$ cat src/rtl/pla_pkg.sv
// Shared constants and state encoding for the PLA evaluation engine.
package pla_pkg;

  localparam int N_IN_DEF   = 10;
  localparam int N_OUT_DEF  = 12;
  localparam int N_TERM_DEF = 64;
  localparam int P_DEF      = 4;

  typedef enum logic [1:0] {
    IDLE = 2'd0,
    EVAL = 2'd1,
    DONE = 2'd2
  } state_t;

endpackage

$ cat src/rtl/pla_term_match.sv
// One AND-plane product term: matches when enabled and every cared input bit
// equals its literal polarity.
module pla_term_match #(
  parameter int N_IN = 10
) (
  input  logic [N_IN-1:0] in_reg,
  input  logic [N_IN-1:0] mask,
  input  logic [N_IN-1:0] val,
  input  logic            en,
  output logic            match
);

  assign match = en && (((in_reg ^ val) & mask) == '0);

endmodule

$ cat src/rtl/pla_eval_engine.sv
// Programmable PLA evaluator: sweeps the term table P entries per cycle and
// ORs the rows of matching terms, then presents the inverted-as-configured result.
//
//   state | meaning
//   ------+------------------------------------------------------------
//   IDLE  | ready for input; config writes allowed when no input accept
//   EVAL  | sweeping term slices cnt*P .. cnt*P+P-1 into acc
//   DONE  | result registered, out_valid held until out_ready
module pla_eval_engine
  import pla_pkg::*;
#(
  parameter int N_IN   = N_IN_DEF,
  parameter int N_OUT  = N_OUT_DEF,
  parameter int N_TERM = N_TERM_DEF,
  parameter int P      = P_DEF
) (
  input  logic                      clk,
  input  logic                      rst,
  input  logic                      cfg_we,
  input  logic [$clog2(N_TERM)-1:0] cfg_addr,
  input  logic                      cfg_sel_inv,
  input  logic [N_IN-1:0]           cfg_in_mask,
  input  logic [N_IN-1:0]           cfg_in_val,
  input  logic [N_OUT-1:0]          cfg_out,
  input  logic                      cfg_en,
  output logic                      cfg_ack,
  input  logic                      in_valid,
  output logic                      in_ready,
  input  logic [N_IN-1:0]           in_data,
  output logic                      out_valid,
  input  logic                      out_ready,
  output logic [N_OUT-1:0]          out_data
);

  localparam int AW     = $clog2(N_TERM);
  localparam int N_STEP = N_TERM / P;
  localparam int CNT_W  = (N_STEP > 1) ? $clog2(N_STEP) : 1;
  localparam logic [CNT_W-1:0] CNT_LAST = CNT_W'(N_STEP - 1);

  if (N_TERM % P != 0) begin : g_bad_p
    $error("pla_eval_engine: N_TERM must be a multiple of P");
  end

  state_t             state, state_nxt;
  logic [N_IN-1:0]    in_reg;
  logic [N_OUT-1:0]   acc;
  logic [CNT_W-1:0]   cnt;
  logic               out_valid_q;
  logic [N_OUT-1:0]   out_data_q;

  logic               tbl_en   [N_TERM];
  logic [N_IN-1:0]    tbl_mask [N_TERM];
  logic [N_IN-1:0]    tbl_val  [N_TERM];
  logic [N_OUT-1:0]   tbl_out  [N_TERM];
  logic [N_OUT-1:0]   out_inv;

  logic [AW-1:0]      term_idx [P];
  logic [P-1:0]       match;
  logic [N_OUT-1:0]   slice_or;

  // An input accept in IDLE takes priority over a coincident config write.
  assign in_ready  = (state == IDLE);
  assign cfg_ack   = !rst && (state == IDLE) && cfg_we && !in_valid;
  assign out_valid = out_valid_q;
  assign out_data  = out_data_q;

  always_ff @(posedge clk or posedge rst) begin
    if (rst) begin
      for (int i = 0; i < N_TERM; i++) begin
        tbl_en[i]   <= 1'b0;
        tbl_mask[i] <= '0;
        tbl_val[i]  <= '0;
        tbl_out[i]  <= '0;
      end
      out_inv <= '0;
    end else if (cfg_ack) begin
      if (cfg_sel_inv) begin
        out_inv <= cfg_out;
      end else begin
        tbl_en[cfg_addr]   <= cfg_en;
        tbl_mask[cfg_addr] <= cfg_in_mask;
        tbl_val[cfg_addr]  <= cfg_in_val;
        tbl_out[cfg_addr]  <= cfg_out;
      end
    end
  end

  for (genvar k = 0; k < P; k++) begin : g_term
    assign term_idx[k] = AW'(cnt) * AW'(P) + AW'(k);

    pla_term_match #(.N_IN(N_IN)) u_match (
      .in_reg (in_reg),
      .mask   (tbl_mask[term_idx[k]]),
      .val    (tbl_val[term_idx[k]]),
      .en     (tbl_en[term_idx[k]]),
      .match  (match[k])
    );
  end

  always_comb begin
    slice_or = '0;
    for (int k = 0; k < P; k++) begin
      if (match[k]) slice_or = slice_or | tbl_out[term_idx[k]];
    end
  end

  always_ff @(posedge clk or posedge rst) begin
    if (rst) state <= IDLE;
    else     state <= state_nxt;
  end

  always_comb begin
    state_nxt = state;
    case (state)
      IDLE:    if (in_valid) state_nxt = EVAL;
      EVAL:    if (cnt == CNT_LAST) state_nxt = DONE;
      DONE:    if (out_valid_q && out_ready) state_nxt = IDLE;
      default: state_nxt = IDLE;
    endcase
  end

  // The first DONE cycle registers the result, so out_valid appears one
  // cycle after the sweep ends and stays glitch-free while held.
  always_ff @(posedge clk or posedge rst) begin
    if (rst) begin
      in_reg      <= '0;
      acc         <= '0;
      cnt         <= '0;
      out_valid_q <= 1'b0;
      out_data_q  <= '0;
    end else begin
      case (state)
        IDLE: begin
          if (in_valid) begin
            in_reg <= in_data;
            acc    <= '0;
            cnt    <= '0;
          end
        end
        EVAL: begin
          acc <= acc | slice_or;
          if (cnt != CNT_LAST) cnt <= cnt + 1'b1;
        end
        DONE: begin
          if (!out_valid_q) begin
            out_valid_q <= 1'b1;
            out_data_q  <= acc ^ out_inv;
          end else if (out_ready) begin
            out_valid_q <= 1'b0;
          end
        end
        default: begin
          out_valid_q <= 1'b0;
        end
      endcase
    end
  end

endmodule
$ cat config.mk
export PLATFORM = sky130hd
export DESIGN_NAME = pla_eval_engine
export DESIGN_NICKNAME = d
export VERILOG_FILES = /design/src/rtl/pla_pkg.sv /design/src/rtl/pla_term_match.sv /design/src/rtl/pla_eval_engine.sv
export SDC_FILE = /design/constraint.sdc
export NUM_CORES = 2
export LEC_CHECK = 0
export CORE_MARGIN = 10
export CORE_UTILIZATION = 60
export DETAILED_ROUTE_END_ITERATION = 8
export PLACE_DENSITY = 0.78
export SLEW_MARGIN = 15
export SYNTH_ARGS = -nofsm -noshare
export SYNTH_HDL_FRONTEND = slang
export SYNTH_SLANG_ARGS = --single-unit
$ cat constraint.sdc
create_clock -name clk -period 134.2 [get_ports clk]
set_input_delay 13.42 -clock clk [delete_from_list [all_inputs] [get_ports clk]]
set_output_delay 13.42 -clock clk [all_outputs]
set_load 0.01 [all_outputs]
==> impl_results.html <==
<table>
<tr><th>Metric</th><th>Value</th></tr>
<tr><th colspan="2">Clock tree</th></tr>
<tr><td>Clock insertion delay at the later pin of the skew report</td><td>0.87 ns</td></tr>
<tr><td>Library cell used as clock root buffer</td><td>sky130_fd_sc_hd__clkbuf_16</td></tr>
<tr><td>Clk sink count</td><td>2,165</td></tr>
<tr><td>Hold Buf Count CTS</td><td>0</td></tr>
<tr><td># resized after CTS</td><td>0</td></tr>
<tr><td>Clock tree from TritonCTS</td><td>built</td></tr>
<tr><td>Clock Path Buffers</td><td>3</td></tr>
<tr><td>Total CTS buffers</td><td>211</td></tr>
<tr><td>Clock slew at the register clock pins of the worst setup and hold paths</td><td>0.05 ns</td></tr>
<tr><td>H-tree depth</td><td>4</td></tr>
<tr><td>Number of buffers added for setup after CTS</td><td>0</td></tr>
<tr><th colspan="2">Detailed routing</th></tr>
<tr><td>DRC violations left</td><td>0</td></tr>
<tr><td>Final Routed Wirelength</td><td>250 mm</td></tr>
<tr><td>WL per Instance</td><td>27.8 microns</td></tr>
<tr><td>Count of vias placed by the detailed router</td><td>58,768</td></tr>
<tr><td>Number of design-rule violations left by the first detailed-router iteration</td><td>5,048</td></tr>
<tr><td>Final antenna-violating net count</td><td>0</td></tr>
<tr><td>First drt pass iteration count</td><td>6</td></tr>
<tr><td>Detailed-route vias per instance</td><td>6.52</td></tr>
<tr><th colspan="2">Final layout</th></tr>
<tr><td>Register area</td><td>54,200 sq um</td></tr>
<tr><td>Fill count</td><td>11,538</td></tr>
<tr><td>Largest register by flop count</td><td>tbl_out</td></tr>
<tr><td>Largest registers</td><td>tbl_out (768), tbl_mask (640), tbl_val (640)</td></tr>
<tr><td>Max reg flops</td><td>768</td></tr>
<tr><td>Area growth from synthesis to final layout</td><td>9.14%</td></tr>
<tr><td>Nets@finish</td><td>6,697</td></tr>
<tr><td>Ratio of cells with drive above 1 in the final layout</td><td>45.0%</td></tr>
<tr><td>Area taken by multi-input logic gates</td><td>42,500 sq um</td></tr>
<tr><th colspan="2">Worst setup path</th></tr>
<tr><td>Max FO, Critical Path</td><td>3</td></tr>
<tr><td>Worst path required time</td><td>120.78 ns</td></tr>
<tr><td>Category of the critical setup timing path</td><td>input pin to output pin</td></tr>
<tr><td>Worst Path Arrival</td><td>14.84 ns</td></tr>
<tr><td>Kind of start point of the critical path</td><td>input pin</td></tr>
<tr><td>Nature of the critical path endpoint</td><td>output pin</td></tr>
<tr><th colspan="2">Synth</th></tr>
<tr><td>Post-synth net total</td><td>6,914</td></tr>
<tr><td>EDFF count, synth</td><td>0</td></tr>
<tr><td>Gate Count Post-Synth</td><td>6,858</td></tr>
<tr><td>Count of yosys warnings during synthesis</td><td>0</td></tr>
<tr><td>Mapped Area</td><td>99,300 sq um</td></tr>
<tr><td>Top FF cell, synth</td><td>sky130_fd_sc_hd__dfrtp_1</td></tr>
<tr><td>Post-synthesis register bit count</td><td>2,165</td></tr>
<tr><td>Count of different cell masters after synthesis</td><td>73</td></tr>
<tr><td>Mean post-synth cell area</td><td>14.5 sq um</td></tr>
<tr><td>Share of the yosys chip area belonging to registers</td><td>54.6%</td></tr>
<tr><td>Fraction of registers with async set or reset after synthesis</td><td>100%</td></tr>
<tr><th colspan="2">Global routing</th></tr>
<tr><td>Number of antenna violations at the first check in global routing</td><td>11</td></tr>
<tr><td>Vias in the first global route</td><td>62,003</td></tr>
<tr><td>Overflow left after global routing</td><td>0</td></tr>
<tr><td>First-pass GRT wire length</td><td>384 mm</td></tr>
<tr><td>Maximum number of pins on one net before global-route repair</td><td>187</td></tr>
<tr><td>GRT Resource Usage Total</td><td>27.5%</td></tr>
<tr><th colspan="2">STA</th></tr>
<tr><td>Final total negative setup slack</td><td>0 ns</td></tr>
<tr><td>Slew at the pin closest to its max-slew limit</td><td>1.25 ns</td></tr>
<tr><td>Final-report hold violation count</td><td>0</td></tr>
<tr><td>Post-layout min period</td><td>28.26 ns</td></tr>
<tr><td>Highest clock rate</td><td>0.0354 GHz</td></tr>
<tr><td>Pins Over Slew Limit</td><td>0</td></tr>
<tr><td>Slew Limit Headroom</td><td>16.2%</td></tr>
<tr><td>Finish-stage setup viols</td><td>0</td></tr>
<tr><td>Final critical-path share of the clock period</td><td>21.1%</td></tr>
<tr><td>Worst clock skew on the final layout</td><td>0.0374 ns</td></tr>
<tr><td>Least setup slack across all paths after layout</td><td>105.94 ns</td></tr>
<tr><td>RSZ-0062 raised after global routing</td><td>no</td></tr>
<tr><th colspan="2">Placement</th></tr>
<tr><td>Pre-CTS setup slack</td><td>105.93 ns</td></tr>
<tr><td>Placer congestion estimate</td><td>0.839</td></tr>
<tr><td>Port-buffer cells</td><td>69</td></tr>
<tr><td>Placed wire-length estimate after detailed placement</td><td>140 mm</td></tr>
<tr><th colspan="2">Floorplan</th></tr>
<tr><td>Core box area</td><td>165,000 sq um</td></tr>
<tr><td>Top-Level Pins</td><td>70</td></tr>
<tr><td>Chip Width</td><td>427 microns</td></tr>
<tr><td>Starting density of the core</td><td>60.3%</td></tr>
<tr><td>Die area</td><td>182,000 sq um</td></tr>
<tr><td>Floorplan die height</td><td>427 microns</td></tr>
<tr><td>Row cnt</td><td>149</td></tr>
<tr><th colspan="2">Flow run</th></tr>
<tr><td>Max-capacitance violation count</td><td>0</td></tr>
<tr><th colspan="2">Power</th></tr>
<tr><td>Total power density per cell area</td><td>15.4 nW/um^2</td></tr>
<tr><td>Total power</td><td>1670 uW</td></tr>
<tr><td>Leak</td><td>0.0530 uW</td></tr>
<tr><td>Worst VDD drop</td><td>0.0186 mV</td></tr>
<tr><th colspan="2">Outcome</th></tr>
<tr><td>Result of the run</td><td>finished, final reports clean</td></tr>
<tr><th colspan="2">Hold path</th></tr>
<tr><td>Class of the worst hold path</td><td>flip-flop to flip-flop</td></tr>
</table>
==> cells in the mapped netlist, types with 8 or more instances <==
cell,count,share of area (%)
sky130_fd_sc_hd__a21oi_1,59,0.30
sky130_fd_sc_hd__a221oi_1,101,0.89
sky130_fd_sc_hd__a22oi_1,67,0.51
sky130_fd_sc_hd__a31oi_1,40,0.25
sky130_fd_sc_hd__a32oi_1,13,0.11
sky130_fd_sc_hd__and3_1,18,0.11
sky130_fd_sc_hd__buf_1,67,0.25
sky130_fd_sc_hd__buf_2,103,0.52
sky130_fd_sc_hd__buf_4,42,0.32
sky130_fd_sc_hd__buf_6,29,0.33
sky130_fd_sc_hd__clkbuf_1,415,1.6
sky130_fd_sc_hd__dfrtp_1,2165,55
sky130_fd_sc_hd__inv_1,17,0.064
sky130_fd_sc_hd__mux2_2,2148,24
sky130_fd_sc_hd__mux2i_1,330,3.3
sky130_fd_sc_hd__mux4_2,272,6.2
sky130_fd_sc_hd__nand2_1,197,0.74
sky130_fd_sc_hd__nand3_1,69,0.35
sky130_fd_sc_hd__nand4_1,9,0.057
sky130_fd_sc_hd__nor2_1,111,0.42
sky130_fd_sc_hd__nor2b_1,8,0.050
sky130_fd_sc_hd__nor3_1,16,0.081
sky130_fd_sc_hd__o2111ai_1,8,0.071
sky130_fd_sc_hd__o211ai_1,14,0.11
sky130_fd_sc_hd__o21ai_0,95,0.48
sky130_fd_sc_hd__o221ai_1,29,0.26
sky130_fd_sc_hd__o22ai_1,18,0.11
sky130_fd_sc_hd__xnor2_1,81,0.71
sky130_fd_sc_hd__xor2_1,193,1.7
==> cell usage in the layout, fill, tap and decap left out, types with 11 or more instances in the layout <==
cell type                         synthesis  final
sky130_fd_sc_hd__dfrtp_1               2165   2152
sky130_fd_sc_hd__mux2_2                2148   2148
sky130_fd_sc_hd__mux2i_1                330    330
sky130_fd_sc_hd__mux4_2                 272    272
sky130_fd_sc_hd__clkbuf_16                0    212
sky130_fd_sc_hd__xor2_1                 193    193
sky130_fd_sc_hd__nand2_1                197    186
sky130_fd_sc_hd__buf_4                   42    158
sky130_fd_sc_hd__a221oi_1               101    101
sky130_fd_sc_hd__o21ai_0                 95     95
sky130_fd_sc_hd__xnor2_1                 81     81
sky130_fd_sc_hd__nand3_1                 69     69
sky130_fd_sc_hd__a22oi_1                 67     67
sky130_fd_sc_hd__a21oi_1                 59     59
sky130_fd_sc_hd__nor2_1                 111     58
sky130_fd_sc_hd__clkbuf_8                 0     56
sky130_fd_sc_hd__nor2_4                   0     53
sky130_fd_sc_hd__clkbuf_1               415     52
sky130_fd_sc_hd__clkinv_2                 0     41
sky130_fd_sc_hd__a31oi_1                 40     40
sky130_fd_sc_hd__clkdlybuf4s50_1          0     36
sky130_fd_sc_hd__o221ai_1                29     29
sky130_fd_sc_hd__buf_2                  103     29
sky130_fd_sc_hd__and3_1                  18     18
sky130_fd_sc_hd__o22ai_1                 18     18
sky130_fd_sc_hd__nor3_1                  16     16
sky130_fd_sc_hd__inv_1                   17     14
sky130_fd_sc_hd__o211ai_1                14     14
sky130_fd_sc_hd__a32oi_1                 13     13
sky130_fd_sc_hd__nand2_2                  0     11
==> logic make-up (layout without fill, tap and decap cells) <==
logic type	after synthesis	in the layout	share of synthesized area [%]
muxes	2757	2757	34.0
DFF	2165	2165	54.6
buffers and inverters	679	638	3.15
AOI/OAI and AO/OA	501	501	3.64
and+or+nand+nor	481	481	2.19
xor gates and xnor gates	274	274	2.42
adders and majority gates	1	1	0.0126
other	0	6	0
==> worst paths after layout <==
path                                            endpoint                     start  cells past startpoint  slack [ns]
worst max-delay path                             cfg_ack                       rst                      4      105.94
worst min-delay path            tbl_val[582]$_DFFE_PP0P_  tbl_val[582]$_DFFE_PP0P_                      1        0.50
worst max register to register        acc[0]$_DFFE_PP0P_        cnt[1]$_DFFE_PP0P_                     14      127.56
worst min register to register  tbl_val[582]$_DFFE_PP0P_  tbl_val[582]$_DFFE_PP0P_                      1        0.50
max in group asynchronous          in_reg[9]$_DFFE_PP0P_                       rst                      7      115.61
min in group asynchronous           state[0]$_DFFE_PP0P_                       rst                      2       13.26
==> critical path, cell delays in order <==
cell and delay (ns):
sky130_fd_sc_hd__clkdlybuf4s50_1 0.53, sky130_fd_sc_hd__nor2_1 0.14, sky130_fd_sc_hd__and3_1 0.20, sky130_fd_sc_hd__clkdlybuf4s50_1 0.55
==> metrics by stage <==
stage	hold slack (ns)	util [%]	cells	instance area, sq um
floorplan	0.470	-	6858	99300
detailed placement	0.487	61.5	8617	101000
global route	0.510	65.8	9012	108000
CTS	0.500	65.7	9006	108000
finish	0.499	65.8	9012	108000
global placement	0.480	61.5	8617	101000
==> cell type report <==
class	count	area share [%]
diodes	6	0.0139
clock inverters	69	0.711
multi-input cells	4014	39.2
clock buffers	320	5.79
inverters	18	0.0716
flip-flops and latches	2165	50.0
repair buffers	231	1.71
well taps	2189	2.53
==> per-layer routing <==
metal	up-vias	GRT usage [%]	share of wire, %
met3	523	4.57	5.9
li1	24524	-	-
met2	1795	44.8	49
met5	-	0	0.0052
met1	31924	37.0	42
met4	2	10.5	3.7
==> where the power goes <==
group / internal [uW] / total (uW) / switching (uW) / leakage [uW]
Clock: 342 / 598 / 257 / 0.00349
Sequential: 667 / 693 / 25.8 / 0.0301
Combinational: 129 / 379 / 250 / 0.0194
Power figures use the tool's default switching activity.
